[src/rtl/mbist_fail_log.sv]
// MBIST fail logger: captures failing compares into a first-word-fall-through FIFO,
// counts fails (saturating), flags dropped entries and produces a per-run verdict.
module mbist_fail_log #(
    parameter int WCOUNT  = 256,
    parameter int WLENGTH = 4,
    parameter int DEPTH   = 8,
    parameter int CNTW    = 12,
    localparam int AW     = $clog2(WCOUNT)
) (
    input  logic               clk,
    input  logic               rst,
    input  logic               test_start,
    input  logic               test_done,
    input  logic               cmp_valid,
    input  logic               cmp_fail,
    input  logic [AW-1:0]      cmp_addr,
    input  logic [WLENGTH-1:0] cmp_exp,
    input  logic [WLENGTH-1:0] cmp_act,
    input  logic               rd_ready,
    output logic               rd_valid,
    output logic [AW-1:0]      rd_addr,
    output logic [WLENGTH-1:0] rd_exp,
    output logic [WLENGTH-1:0] rd_act,
    output logic [CNTW-1:0]    fail_count,
    output logic               overflow,
    output logic               busy,
    output logic               done,
    output logic               pass
);

    localparam int PW = $clog2(DEPTH);
    localparam int EW = AW + 2 * WLENGTH;
    localparam logic [PW:0]     PTR_ONE = 1;
    localparam logic [CNTW-1:0] CNT_ONE = 1;

    typedef enum logic [1:0] {
        IDLE,
        LOG,
        DONE
    } state_t;

    state_t         state;
    logic [EW-1:0]  mem [DEPTH];
    logic [EW-1:0]  head;
    logic [EW-1:0]  entry;
    logic [PW:0]    wr_ptr;
    logic [PW:0]    rd_ptr;
    logic [PW:0]    rd_ptr_inc;
    logic [PW:0]    occupancy;
    logic           empty;
    logic           full;
    logic           capture;
    logic           pop;
    logic           push_ok;
    logic [CNTW-1:0] cnt_next;
    logic           ovf_next;

    assign entry      = {cmp_addr, cmp_exp, cmp_act};
    assign rd_ptr_inc = rd_ptr + PTR_ONE;
    assign occupancy  = wr_ptr - rd_ptr;
    assign empty      = (wr_ptr == rd_ptr);
    assign full       = (wr_ptr[PW] != rd_ptr[PW]) && (wr_ptr[PW-1:0] == rd_ptr[PW-1:0]);

    assign rd_valid = !empty;
    assign rd_addr  = head[EW-1 -: AW];
    assign rd_exp   = head[2*WLENGTH-1 -: WLENGTH];
    assign rd_act   = head[WLENGTH-1:0];

    // A test_start cycle only clears: compares and reads in that cycle are ignored.
    always_comb begin
        // NOTE: every always_comb output gets a default first so no path can infer a latch.
        capture  = 1'b0;
        pop      = 1'b0;
        push_ok  = 1'b0;
        cnt_next = fail_count;
        ovf_next = overflow;
        if (!test_start) begin
            capture = (state == LOG) && cmp_valid && cmp_fail;
            pop     = (state != IDLE) && !empty && rd_ready;
        end
        push_ok = capture && (!full || pop);
        if (capture && (fail_count != '1)) begin
            cnt_next = fail_count + CNT_ONE;
        end
        if (capture && !push_ok) begin
            ovf_next = 1'b1;
        end
    end

    // NOTE: the storage array has no reset; validity is tracked by the pointers alone,
    // and the head register that drives rd_* is reset separately.
    always_ff @(posedge clk) begin
        if (push_ok) begin
            mem[wr_ptr[PW-1:0]] <= entry;
        end
    end

    // NOTE: all sequential state uses non-blocking assignments so every register
    // samples pre-edge values regardless of statement order.
    always_ff @(posedge clk) begin
        if (rst) begin
            state      <= IDLE;
            wr_ptr     <= '0;
            rd_ptr     <= '0;
            head       <= '0;
            fail_count <= '0;
            overflow   <= 1'b0;
            busy       <= 1'b0;
            done       <= 1'b0;
            pass       <= 1'b0;
        end else if (test_start) begin
            state      <= LOG;
            wr_ptr     <= '0;
            rd_ptr     <= '0;
            fail_count <= '0;
            overflow   <= 1'b0;
            busy       <= 1'b1;
            done       <= 1'b0;
            pass       <= 1'b0;
        end else begin
            if (push_ok) begin
                wr_ptr <= wr_ptr + PTR_ONE;
            end
            if (pop) begin
                rd_ptr <= rd_ptr_inc;
            end

            // Head register keeps the FWFT view; the array slot behind it is refilled from mem.
            if (empty) begin
                if (push_ok) begin
                    head <= entry;
                end
            end else if (pop) begin
                if (occupancy > PTR_ONE) begin
                    head <= mem[rd_ptr_inc[PW-1:0]];
                end else if (push_ok) begin
                    head <= entry;
                end
            end

            fail_count <= cnt_next;
            overflow   <= ovf_next;

            unique case (state)
                IDLE: begin
                    busy <= 1'b0;
                end
                LOG: begin
                    if (test_done) begin
                        state <= DONE;
                        busy  <= 1'b0;
                        done  <= 1'b1;
                        pass  <= (cnt_next == '0) && !ovf_next;
                    end
                end
                DONE: begin
                    done <= 1'b1;
                end
                default: begin
                    state <= IDLE;
                end
            endcase
        end
    end

endmodule
[config.mk]
export PLATFORM = sky130hd
export DESIGN_NAME = mbist_fail_log
export DESIGN_NICKNAME = d
export VERILOG_FILES = /design/src/rtl/mbist_fail_log.sv
export SDC_FILE = /design/constraint.sdc
export NUM_CORES = 1
export LEC_CHECK = 0
export CAP_MARGIN = 20
export CORE_AREA = 3 3 182 184
export CTS_CLUSTER_SIZE = 40
export DETAILED_ROUTE_END_ITERATION = 16
export DIE_AREA = 0 0 185 187
export SETUP_SLACK_MARGIN = 0.02
export SLEW_MARGIN = 15
export SYNTH_ARGS = -nofsm -noshare
export SYNTH_HDL_FRONTEND = slang
export SYNTH_SLANG_ARGS = --single-unit
[constraint.sdc]
create_clock -name clk -period 3.7 [get_ports clk]
set_input_delay 0.555 -clock clk [delete_from_list [all_inputs] [get_ports clk]]
set_output_delay 0.555 -clock clk [all_outputs]
set_load 0.005 [all_outputs]
# Yosys cells after proc, flatten, opt, wreduce, memory -nomap -nowiden
# Memories as Yosys holds them, arrays and structs flattened.
# Cells that the tools add are included.
[totals]
register_bits = 42
latch_bits = 0
ramBits = 128
romBits = 0
inputBits = 23
out_inout_bits = 33
word_cells = 73
mem_count = 1
[classes]
addsub = 4
multipliers = 0
div = 0
order_cmp = 1
eq_ne = 9
shifts = 0
n_mux = 18
bitwise = 2
reduce_logical = 28
[mem_list]
columns = ["memory", "depth", "width", "rd", "rd_clocked_by_memory_dff", "write_ports", "line", "rtl"]
rows = [
  ["mem", 8, 16, 1, 0, 1, "43", "logic [EW-1:0] mem [DEPTH];"],
]
[ops]
columns = ["cell", "count"]
rows = [
  ["16-bit 2-to-1 mux", 4],
  ["12-bit by 1-bit adder with 12-bit output, second input constant", 1],
  ["12-bit zero test", 1],
  ["12-bit 2-to-1 mux", 1],
  ["12-bit inequality test, second input constant", 1],
  ["2-bit AND reduction", 6],
  ["1-bit logical AND", 9],
  ["1-bit 2-to-1 mux", 9],
  ["4-bit by 1-bit adder with 4-bit output, second input constant", 2],
  ["2-bit nonzero test", 3],
  ["4-bit == test", 1],
  ["4-bit by 1-bit > comparator with 1-bit output, second input constant", 1],
  ["1-bit zero test", 4],
  ["1-bit case mux with 2 select lines", 2],
  ["2-bit case mux with 2 select lines", 1],
  ["2-bit OR reduction", 2],
  ["4-bit subtractor", 1],
  ["3-bit == test", 1],
  ["3-bit inequality test, second input constant", 1],
  ["3-bit nonzero test", 1],
  ["2-bit by 1-bit == test with 1-bit output, second input constant", 1],
  ["2-bit == test, second input constant", 1],
  ["2-bit zero test", 1],
  ["2-bit 2-to-1 mux", 1],
  ["5 further kinds", 6],
]

# Logic depth before layout (Yosys ltp)
# Gate-level depths: netlist of run 1.
[depth]
ltp_word = 12
mapped_depth = 11
mapped_depth_nobuf = 8

# Worst setup path after synthesis of run 1
# OpenSTA, ideal clock, no wires.
[synth_timing]
path_kind = "input -> register"
start = "input test_start"
end = "memory mem[1][0] in the netlist's numbering (enable)"
setup_time_ns = 0.430
arrival_time_ns = 3.023
t_required_ns = 3.270
slack_ns = 0.247
stages = 4
path_buffers = 1
path_cell_list = "buf_2 -> or3b_4 -> a31o_2 -> nor4_1"
[synth_between]
elab_chain_cells = 5
word_cells_on_any_way = 6
cone_classes = "4 x mux; 2 x reduce/logical"
[synth_rtl]
columns = ["element", "line", "rtl"]
rows = [
  ["from (decl)", "12", "input logic test_start,"],
  ["1-bit 2-to-1 mux", "77", "if (!test_start) begin"],
  ["1-bit logical OR", "81", "push_ok = capture && (!full || pop);"],
  ["1-bit logical AND *", "81", ""],
  ["1-bit 2-to-1 mux *", "93", "if (push_ok) begin"],
  ["1-bit 2-to-1 mux (implied by the code) *", "94", "mem[wr_ptr[PW-1:0]] <= entry;"],
  ["to (decl)", "43", ""],
]
# Every way passes the cells marked *; elsewhere a longest branch is shown, timed or not.

# Worst setup path in the final report of run 1
[layout_timing]
start = "register wr_ptr[0]"
end = "output rd_valid"
[layout_between]
elab_chain_cells = 2
[layout_rtl]
columns = ["element", "line", "rtl"]
rows = [
  ["from (decl)", "46", "logic [PW:0] wr_ptr;"],
  ["from (signal assigned)", "122", "wr_ptr <= wr_ptr + PTR_ONE;"],
  ["4-bit == test", "61", "assign empty = (wr_ptr == rd_ptr);"],
  ["1-bit zero test", "64", "assign rd_valid = !empty;"],
  ["to (decl)", "20", "output logic rd_valid,"],
]
# Every way passes these cells.

==> results of run 1 <==
==> critical path: cells and delay by family (launching register included) <==
kind | cells | cell delay (ps)
buffers and inverters | 2 | 740
flip-flops | 1 | 560
AND/OR/NAND/NOR | 2 | 510
adder cells (fa/ha/maj) | 1 | 330
==> synth_stat cells, types with 10 or more instances <==
cell type | instances | area share
mux4_2 | 32 | 0.10
nand3_1 | 19 | 0.013
edfxtp_1 | 128 | 0.53
nor2_1 | 42 | 0.022
mux2i_1 | 18 | 0.025
a21oi_1 | 10 | 0.0069
clkbuf_1 | 11 | 0.0057
buf_2 | 11 | 0.0076
nand2_1 | 27 | 0.014
dfxtp_1 | 42 | 0.12
o221ai_1 | 15 | 0.018
inv_1 | 23 | 0.012
==> registers in the layout (all words and copies together), names as in the netlist <==
name	flops
busy	1
done	1
fail_count	12
head	16
mem	128
overflow	1
pass	1
rd_ptr	4
state	2
wr_ptr	4
==> how the worst max path moves through the flow <==
stage,endpoint,slack [ps],cells past startpoint,startpoint
2_1_floorplan,mem[1][0],250,4,test_start
3_3_place_gp,mem[6][13],740,7,test_start
3_5_place_dp,mem[2][5],710,6,test_start
4_1_cts,rd_valid,540,5,wr_ptr[0]
5_1_grt,rd_valid,420,5,wr_ptr[0]
6_report,rd_valid,570,5,wr_ptr[0]
==> cell usage in the layout (no fill, tap or decap), types with 4 or more instances in the layout <==
cell             Yosys  routed
a21oi_1             10      10
dfxtp_1             42      41
xnor2_1              7       7
nand2b_1             4       4
buf_4                1      19
and2_1               4       4
mux2i_1             18      18
nand2_1             27      27
o221ai_1            15      15
nor2_1              42      42
inv_1               23      23
nand4_1              7       7
clkbuf_16            0      17
nor3_2               0       4
nor4b_1              4       4
o21ai_0              8       8
mux4_2              32      32
edfxtp_1           128     128
inv_8                0       4
clkdlybuf4s50_1      0      55
ha_1                 6       6
nand3_1             19      19
xor2_1               9       8
==> cell families after synthesis <==
logic type | Yosys count
simple gates | 143
compound gates | 53
fa+ha+maj | 7
flops | 170
xor+xnor | 17
buf+inv | 47
mux | 50
==> stage by stage <==
stage / setup slack, ps / area [um2]
global route: 419.4 / 8956
CTS: 539.9 / 8956
finish: 572.6 / 8956
floorplan: 246.6 / 7224
detailed placement: 710.5 / 8353
global placement: 742.9 / 8353
==> final cells by class <==
| class | count | area, um2 |
|---|---|---|
| inverters | 23 | 86.33 |
| repair buffers | 74 | 693.2 |
| clock buffers | 17 | 425.4 |
| multi-input cells | 270 | 2385 |
| fillers | 3171 | 22600 |
| well taps | 402 | 503.0 |
| clock inverters | 15 | 177.7 |
| flip-flops and latches | 170 | 4686 |
==> power groups by stage <==
stage	clock, mW	sequential [mW]	combinational (mW)
6_report	1.81	2.05	0.0854
5_1_grt	1.94	2.05	0.0940
4_1_cts	1.86	2.05	0.0868
3_5_place_dp	0	2.10	0.0863
3_3_place_gp	0	2.10	0.0854
2_1_floorplan	0	2.10	0.0270
==> layer usage <==
metal	vias up	GRT usage	part of all wire
met3	19	0.02898	0.057
met4	2	0.02655	0.011
met5	-	0	0.00080
li1	2009	-	-
met1	2193	0.1361	0.48
met2	121	0.1444	0.45
==> flow_metrics.py, run 1 <==
metrics = {
    "sta": {
        "clock_skew_ps": 9.368,
        "holdWs_ps": 466.1,
        "max_freq_mhz": 319.8,
        "setup_viol": 0,
        "period_needed_ps": 3127,
        "rsz0062_at_grt": "no",
        "worst_slew_pin_slew_ps": 817.1,
        "tns_ps": 0,
        "drv_slew": 0,
        "slew_headroom": 0.4552,
        "hold_viol": 0,
        "period_share": 0.8452,
    },
    "pwr": {
        "p_sw_frac": 0.2276,
        "p_clk_frac": 0.458,
        "combPwrFrac": 0.022,
        "power_mw": 3.951,
        "p_int_mw": 3.052,
        "p_switching_mw": 0.8992,
        "p_per_area_nw_per_um2": 441.1,
        "total_leakage_power_nw": 2.751,
        "ir_worst_vdd_mv": 0.3424,
        "p_seq_frac": 0.520,
    },
    "critical_path": {
        "cp.required_ps": 3140,
        "cp_slowest_stage_delay_ps": 570,
        "start_kind": "register",
        "reg2reg_depth": 8,
        "path_cells": "inv_1 > ha_1 > and3_1 > nand2b_1 > clkdlybuf4s50_1",
        "worstReg2RegEnd": "head[13]",
        "worst-setup-path-type": "reg -> out",
        "slowest_stage": "clkdlybuf4s50_1",
        "worstPathMaxFanout": 8,
        "r2r-start": "wr_ptr[0]",
        "r2r_slack_ps": 700,
        "end_kind": "output port",
        "crit_arrival_ps": 2570,
    },
    "logic_synthesis": {
        "synthArstFlopShare": 0,
        "synth_edf_count": 128,
        "synth_area_um2": 7224,
        "synth.area.mux_share": 0.1247,
        "synth_simple_gate_area_frac": 0.1065,
        "synth.avg_cell_area_um2": 14.83,
        "yosys.area_share.xor_xnor": 0.02165,
        "yosysUniqueCellTypes": 62,
        "synth_top_family_by_area": "multiplexers",
        "synth.yosys.warnings": 0,
        "syn-instance-count": 487,
        "synth_compound_area_frac": 0.05767,
        "synth_seq_cells": 170,
        "synth_nets": 517,
        "synth_top_flop_cell": "edfxtp_1",
        "yosysSeqAreaShare": 0.6484,
        "synthAdderAreaFrac": 0.01316,
    },
    "floorplanning": {
        "die_w_um": 185,
        "std_cell_rows": 65,
        "start_util": 0.2289,
        "die-area_um2": 34600,
        "fp.dieH_um": 187,
        "ios": 56,
        "core_area_um2": 31560,
    },
    "clock_network": {
        "clk_latency_ps": 430,
        "path_clk_slew_ps": 70,
        "cts_resized": 0,
        "cts-root-buf": "clkbuf_16",
        "cts_max_level": 4,
        "hold_buffers": 0,
        "max-clock-path-buffers": 2,
        "numCtsBuffers": 17,
        "postCtsSetupRepairBufs": 0,
        "cts_tree": "built",
        "cts.sinks": 170,
    },
    "detailed_routing": {
        "viasPerCell": 4.474,
        "first_pass_iters": 5,
        "drc": 0,
        "drtIter0Drc": 283,
        "vias": 4344,
        "routed_wl_um": 16330,
        "ant_nets": 0,
        "wl_per_cell_um": 16.81,
    },
    "cells_and_area": {
        "drive_above_1_share": 0.1968,
        "fin_cells": 971,
        "syn2layout_area_growth_pct": 23.97,
        "fin_nets": 586,
        "diodes": 0,
        "finish.utilization": 0.2838,
    },
    "global_route": {
        "grt_max_degree": 35,
        "grt_usage": 0.09655,
        "overflow": 0,
        "grt_pass1_vias": 4291,
        "antenna_found_initial": 1,
        "grt_pass1_wl_um": 25310,
    },
    "min_path": {
        "hold_class": "reg -> reg",
        "whs_path_depth": 1,
        "hold_path_end": "done",
        "hp-start": "done",
    },
    "place": {
        "gp_congestion": 0.7528,
        "hpwl_um": 10510,
        "port_buffers": 55,
        "place_inst": 939,
    },
    "job": {
        "max-cap-violations": 0,
    },
    "outcome": {
        "status": "finished clean",
    },
}
No activity file was read; power rests on OpenSTA's default activity.
==> run 2: changes to the inputs <==
- clock period: 3.7 -> 2.5 ns (I/O delays scaled with it)
==> run 2 against run 1 <==
Against the previous run: hold slack improved by 0.56 ps; highest routed layer is now met4; global-route usage grew 0.18 points; sequential share of layout area is 1.8 points lower.
==> flow_metrics.py, run 2 (same netlist as run 1, synthesis figures left out) <==
metrics = {
    "outcome": {
        "status": "finished clean",
    },
    "global_route": {
        "grt_usage": 0.09839,
        "grt_pass1_vias": 4479,
        "grt_max_degree": 34,
        "grt_pass1_wl_um": 25950,
        "antenna_found_initial": 0,
        "overflow": 0,
    },
    "place": {
        "place_area_um2": 8687,
        "hpwl_um": 10840,
        "gp_congestion": 0.7951,
        "port_buffers": 55,
        "post-place-ws_ps": 95.75,
    },
    "detailed_routing": {
        "drtIter0Drc": 287,
        "vias": 4345,
        "wl_per_cell_um": 16.76,
        "routed_wl_um": 16550,
        "viasPerCell": 4.402,
        "first_pass_iters": 4,
        "ant_nets": 0,
        "drc": 0,
    },
    "floorplanning": {
        "die_w_um": 185,
        "ios": 56,
        "die-area_um2": 34600,
        "std_cell_rows": 65,
        "start_util": 0.2289,
        "fp.dieH_um": 187,
        "core_area_um2": 31560,
    },
    "critical_path": {
        "worst-setup-path-type": "reg -> out",
        "cp.required_ps": 2120,
        "start_kind": "register",
        "crit_arrival_ps": 2010,
        "r2r_slack_ps": 290,
        "worstPathMaxFanout": 5,
        "end_kind": "output port",
    },
    "cells_and_area": {
        "largest_reg_flops": 128,
        "drive_above_1_share": 0.2274,
        "final_area_um2": 9286,
        "final_common_cell": "edfxtp_1",
        "layout_common_cells": "128 x edfxtp_1, 55 x clkdlybuf4s50_1, 41 x nor2_1, 39 x dfxtp_1, 32 x mux4_2",
        "multi_input_area_um2": 2460,
        "fin_nets": 602,
        "diodes": 0,
        "syn2layout_area_growth_pct": 28.54,
        "n_fill_cell": 3155,
        "regArea_um2": 4688,
    },
    "pwr": {
        "p_per_area_nw_per_um2": 623.7,
        "total_leakage_power_nw": 2.865,
        "ir_worst_vdd_mv": 0.3846,
    },
    "clock_network": {
        "cts-root-buf": "clkbuf_16",
        "max-clock-path-buffers": 2,
        "cts_tree": "built",
        "hold_buffers": 0,
        "path_clk_slew_ps": 70,
        "cts_resized": 6,
        "clk_latency_ps": 430,
        "numCtsBuffers": 17,
        "postCtsSetupRepairBufs": 0,
        "cts_max_level": 4,
        "cts.sinks": 170,
    },
    "sta": {
        "drv_slew": 0,
        "max_freq_mhz": 419.8,
        "clock_skew_ps": 9.681,
        "period_needed_ps": 2382,
        "hold_viol": 0,
        "setup_viol": 0,
        "setup_slack_ps": 117.9,
        "period_share": 0.9529,
        "slew_headroom": 0.6425,
        "tns_ps": 0,
        "worst_slew_pin_slew_ps": 535.9,
        "rsz0062_at_grt": "no",
    },
    "min_path": {
        "hold_class": "reg -> reg",
    },
    "job": {
        "max-cap-violations": 0,
    },
}
[run 2: area by class of cell]
cell class	count	share of cell area
sequential	170	0.5049
multi-input combinational	270	0.2649
timing repair buffer	90	0.1037
tap	402	0.05416
clock buffer	19	0.04877
clock inverter	13	0.01428
inverter	23	0.009297
[run 2: path summary, 6_finish.rpt]
kind / depth (start not counted) / end / startpoint
max reg2reg: 9 / head[13] / wr_ptr[0]
max: 5 / rd_valid / rd_ptr[2]
min reg2reg: 1 / done / done
min: 1 / done / done
[run 2: worst max-delay path: stages (launching register included)]
cell,delay (ps)
dfxtp_1,330
inv_1,70
ha_1,320
and3_4,230
nand2b_4,120
clkdlybuf4s50_1,510
[run 2: report_power, final]
group / switching (mW) / internal (mW) / total, mW
logic: 0.0800 / 0.0614 / 0.141
clock network: 1.16 / 1.45 / 2.61
registers: 0.00510 / 3.04 / 3.04
total: 1.24 / 4.55 / 5.79
[run 2: through the flow]
step	power (mW)	hold slack, ps	util	cells
2_1_floorplan	3.145	447.4	-	487
3_3_place_gp	3.244	458.4	0.2753	955
3_5_place_dp	3.246	463.9	0.2753	955
4_1_cts	5.857	480.1	0.2943	987
5_1_grt	5.976	509.3	0.2943	987
6_report	5.791	466.6	0.2943	987
[run 2: routing by layer]
metal  share of wire  vias to the layer above  track usage
li1                -                     2033            -
met1            0.45                     2216       0.1265
met2            0.50                       70       0.1612
met3           0.027                       26      0.02023
met4           0.026                        0      0.04040
met5               0                        -            0
==> edit 1: new RTL, config.mk and constraints of run 1 <==
Set the parameter `WLENGTH` to 2 (it was 4).
--- a/src/rtl/mbist_fail_log.sv
+++ b/src/rtl/mbist_fail_log.sv
@@ -2,7 +2,7 @@
 // counts fails (saturating), flags dropped entries and produces a per-run verdict.
 module mbist_fail_log #(
     parameter int WCOUNT  = 256,
-    parameter int WLENGTH = 4,
+    parameter int WLENGTH = 2,
     parameter int DEPTH   = 8,
     parameter int CNTW    = 12,
     localparam int AW     = $clog2(WCOUNT)
Ports: changed (resized cmp_act, cmp_exp, rd_act and rd_exp); port bits go from 56 to 48. No check against the original RTL was run, so the function may have changed too.
==> edit 1 against run 1 <==
  * Worst setup slack gained 16 ps
  * Register-to-register slack improved by 230 ps
  * Routed wire length fell by 22%
  * Via count shrank 22%
  * Sequential cell count shrank 36
  * Highest routed layer is now met4
  * Clock power down 13%
  * Design area shrank 18%
  * Largest power group unchanged
  * Hold slack worse by 11 ps
  * Area after synthesis fell by 21%
  * Total power is 17% lower
  * Critical path type unchanged
==> edit 1: results (changes against run 1) <==
| Metric | Value |
|---|---|
| Status | complete, no violations (unchanged) |
| Sequential power share | 49.4% (was 52.0%) |
| GP Congestion | 0.7789 (was 0.7528) |
| Met2 Usage GRT | 11.36% (was 14.44%) |
| GR Util met1 | 10.47% (was 13.61%) |
| Clock power frac | 48.5% (was 45.8%) |
| DP Cell Count | 824 (was 939) |
| XOR/XNOR share of the synthesized area | 2.577% (was 2.165%) |
| Initial drt markers | 322 (was 283) |
| Post-DR wirelength/cell | 14.81 um (was 16.81 um) |
| Fillers | 3293 (was 3171) |
| DP HPWL | 8440 um (was 10510 um) |
| Worst path max stage delay | 520 ps (was 570 ps) |
| Number of diodes | 0 (unchanged) |
| Nets@finish | 467 (was 586) |
| Largest net degree at the start of global routing | 28 (was 35) |
| Multiplexer area fraction after synthesis | 14.19% (was 12.47%) |
| Total track usage | 7.556% (was 9.655%) |
| Routed WL | 12680 um (was 16330 um) |
| Peak VDD IR | 0.0003430 V (was 0.0003424 V) |
| Number of synthesized flops with an enable pin | 96 (was 128) |
| Root buffer cell | clkbuf_16 (unchanged) |
| Initial antenna violation count | 0 (was 1) |
| Grt met3 use | 2.625% (was 2.898%) |
| Slowest stage cell, crit path | clkdlybuf4s50_1 (unchanged) |
| Ratio of cells with drive above 1 in the final layout | 23.13% (was 19.68%) |
| DR vias | 3386 (was 4344) |
| Compound-gate portion of the synthesized area | 6.476% (was 5.767%) |
| Sequential fraction of the synthesis area | 64.14% (was 64.84%) |
| Worst-Margin Slew | 644.1 ps (was 817.1 ps) |
| Worst slack at placement | 756.3 ps (was 710.5 ps) |
| Ys async rst share | 0% (unchanged) |
| CTS-repair resized insts | 0 (unchanged) |
| Cell internal pwr | 2.572 mW (was 3.052 mW) |
| PortBufs | 47 (was 55) |
| Adder-cell share of the synthesized area | 1.674% (was 1.316%) |
| Clk Latency, worst-skew pair | 410 ps (was 430 ps) |
| Mean area per synthesized cell | 15.27 um^2 (was 14.83 um^2) |
| Cell types occupying the most area after synthesis | edfxtp_1, dfxtp_1, mux4_2 (unchanged) |
| Syn_nets | 398 (was 517) |
| Distinct cell type count after synthesis | 61 (was 62) |
| First-pass GRT wire length | 20040 um (was 25310 um) |
| Largest register FFs | 96 (was 128) |
| Max Clock Skew | 10.57 ps (was 9.368 ps) |
| Most common library cells after synthesis | edfxtp_1, dfxtp_1, nor2_1 (unchanged) |
| Static power due to leakage | 2.253 nW (was 2.751 nW) |
| CTS Buffer Depth | 2 (unchanged) |
| CP Max Fanout | 6 (was 8) |
-- edit 1: changes by cell type after synthesis, sizes merged, moves of 5 or more --
cell,run 1,this run
edfxtp,128,96
inv,23,7
nor2,44,28
o221ai,15,0
mux2,0,12
nand3,19,7
nand2,29,18
o2bb2ai,0,10
mux4,32,24
buf,13,6
nand4,9,3
mux2i,18,13
o21ai,10,5
-- edit 1: final cells by class --
| type | count | area (um^2) | area share, % |
|---|---|---|---|
| sequential | 134 | 3645 | 49.85 |
| inverter | 8 | 30.03 | 0.4107 |
| tap | 402 | 503.0 | 6.880 |
| multi-input combinational | 217 | 1986 | 27.16 |
| timing repair buffer | 63 | 590.6 | 8.078 |
| clock buffer | 19 | 432.9 | 5.922 |
| clock inverter | 13 | 123.9 | 1.694 |
-- edit 1: metal layers --
layer  wire length (um)  vias to the layer above
met1               6238                     1701
met3                631                       10
met5                  0                        -
met4                 91                        0
met2               5719                       80
li1                   -                     1595
-- edit 1: stage by stage --
step,hold slack (ps),cell area (um^2),power (mW)
after global routing,475.6,7311,3.388
after floorplan,450.8,5680,1.665
final,455.5,7311,3.263
after CTS,464.5,7311,3.302
after detailed placement,445.2,6754,1.714
after global placement,443.3,6754,1.714
-- edit 1: worst paths after layout --
kind / slack, ps / cells past startpoint / end / from
worst max register to register: 930 / 8 / head[2] / wr_ptr[0]
worst min-delay path: 460 / 1 / done / done
worst max-delay path: 590 / 6 / rd_valid / wr_ptr[0]
worst min register to register: 460 / 1 / done / done
-- edit 1: logic make-up (layout without fill, tap and decap cells) --
family | after synthesis | count (layout)
flops | 134 | 134
simple gates | 97 | 97
compound gates | 49 | 49
mux | 49 | 49
buf+inv | 21 | 103
xor+xnor | 15 | 15
fa+ha+maj | 7 | 7
==> edit 2: new RTL, settings of run 1 <==
Without the edit above. Re-encode `state_t` (3 states) as one-hot, 3 bits wide.
--- a/src/rtl/mbist_fail_log.sv
+++ b/src/rtl/mbist_fail_log.sv
@@ -33,10 +33,10 @@
     localparam logic [PW:0]     PTR_ONE = 1;
     localparam logic [CNTW-1:0] CNT_ONE = 1;
 
-    typedef enum logic [1:0] {
-        IDLE,
-        LOG,
-        DONE
+    typedef enum logic [2:0] {
+        IDLE = 3'b001,
+        LOG  = 3'b010,
+        DONE = 3'b100
     } state_t;
 
     state_t         state;
Behaviour: same outputs for any inputs over 4 cycles, from zero or initial values and one cycle with rst high; so few cycles prove little.
==> edit 2 against run 1 <==
  * Non-clock buffer count down 4
  * Global-route usage down 0.84 points
  * Synthesized cell count down 8.0%
  * Sequential share of layout area up 1.6 points
  * Routed wire length down 9.6%
  * Area after synthesis down 3.1%
  * Critical path depth up 1
  * Worst setup slack better by 180 ps
  * Total power down 1.1%
  * Design area down 2.6%
  * First-iteration DRC count down 19%
  * Sequential cell count up 1
==> edit 2: results (changes against run 1) <==
| Metric | Value |
|---|---|
| Syn_nets | 478 (was 517) |
| Peak VDD IR | 0.0002451 V (was 0.0003424 V) |
| Static power due to leakage | 2.654 nW (was 2.751 nW) |
| Worst hold path startpoint | head[9] (was done) |
| PortBufs | 55 (unchanged) |
| First-pass GRT wire length | 23480 um (was 25310 um) |
| Initial antenna violation count | 0 (was 1) |
| GP Congestion | 0.7360 (was 0.7528) |
| Initial drt markers | 228 (was 283) |
| DP HPWL | 9411 um (was 10510 um) |
| Setup repair bufs after CTS | 0 (unchanged) |
| Distinct cell type count after synthesis | 55 (was 62) |
| Most common library cells after synthesis | edfxtp_1, nor2_1, dfxtp_1 (was edfxtp_1, dfxtp_1, nor2_1) |
| CTS-repair resized insts | 0 (unchanged) |
| Total track usage | 8.818% (was 9.655%) |
| First-pass iteration count of the detailed router | 6 (was 5) |
| Routed WL | 14760 um (was 16330 um) |
| Worst-Margin Slew | 684.1 ps (was 817.1 ps) |
| Clk Latency, worst-skew pair | 430 ps (about the same) |
| DR vias | 4009 (was 4344) |
| Cell Area, Placed | 8110 um^2 (was 8353 um^2) |
| Root buffer cell | clkbuf_16 (unchanged) |
| Nets@finish | 546 (was 586) |
| CP Max Fanout | 7 (was 8) |
| Ratio of cells with drive above 1 in the final layout | 18.15% (was 19.68%) |
| Status | complete, no violations (unchanged) |
| Largest net degree at the start of global routing | 35 (unchanged) |
| Slowest stage cell, crit path | dfxtp_1 (was clkdlybuf4s50_1) |
| Vias in the first global route | 4113 (was 4291) |
| Cell types occupying the most area after synthesis | edfxtp_1, dfxtp_1, mux4_2 (unchanged) |
| Number of diodes | 0 (unchanged) |
| Primary FF master, synth | edfxtp_1 (unchanged) |
| Number of buffers created by CTS | 17 (unchanged) |
| Max Clock Skew | 14.52 ps (was 9.368 ps) |
| Power Density | 448.3 nW/um^2 (was 441.1 nW/um^2) |
| Worst path max stage delay | 500 ps (was 570 ps) |
| Sequential fraction of the synthesis area | 67.21% (was 64.84%) |
| CP arrival | 2390 ps (was 2570 ps) |
| Worst path top cell family by delay | buffers and inverters (unchanged) |
## edit 2: metrics by stage
stage               setup WS [ps]  total power [mW]  instances
finish                      752.3             3.909        931
detailed placement          794.5             2.184        899
global route                566.7             4.048        931
floorplan                   470.7             2.127        448
global placement            846.4             2.182        899
CTS                         732.4             3.970        931
## edit 2: report_power, final
group,internal (mW),total [mW],leakage (nW),switching [mW]
clock network,0.925,1.77,0.296,0.846
registers,2.06,2.06,1.50,0.00259
logic,0.0330,0.0769,0.861,0.0439
total,3.02,3.91,2.65,0.893
## edit 2: per-layer routing
layer	vias up	wire (um)	GRT usage [%]
met5	-	0	0
met3	11	407	1.925
met1	2045	6668	11.21
li1	1893	-	-
met2	60	7521	14.77
met4	0	160	3.117
## edit 2: cells by family after synthesis
logic type               synth area share [%]
multiplexers                            13.39
XOR/XNOR                                2.002
adder cells (fa/ha/maj)                 1.359
flip-flops                              67.21
AO/OA/AOI/OAI                           6.632
buffers and inverters                   1.805
AND/OR/NAND/NOR                         7.598
## edit 2: final timing paths
kind | endpoint | slack (ps) | depth (start not counted)
max | rd_valid | 750 | 6
min | head[9] | 470 | 1
max reg2reg | head[2] | 900 | 7
min reg2reg | head[9] | 470 | 1
## edit 2: area by class of cell
cell class              count  share of cell area [%]
well taps                 402                   5.768
clock inverters            15                   2.123
inverters                   8                  0.3443
clock buffers              17                   4.878
repair buffers             70                   7.604
flip-flops and latches    171                   53.96
multi-input cells         248                   25.32
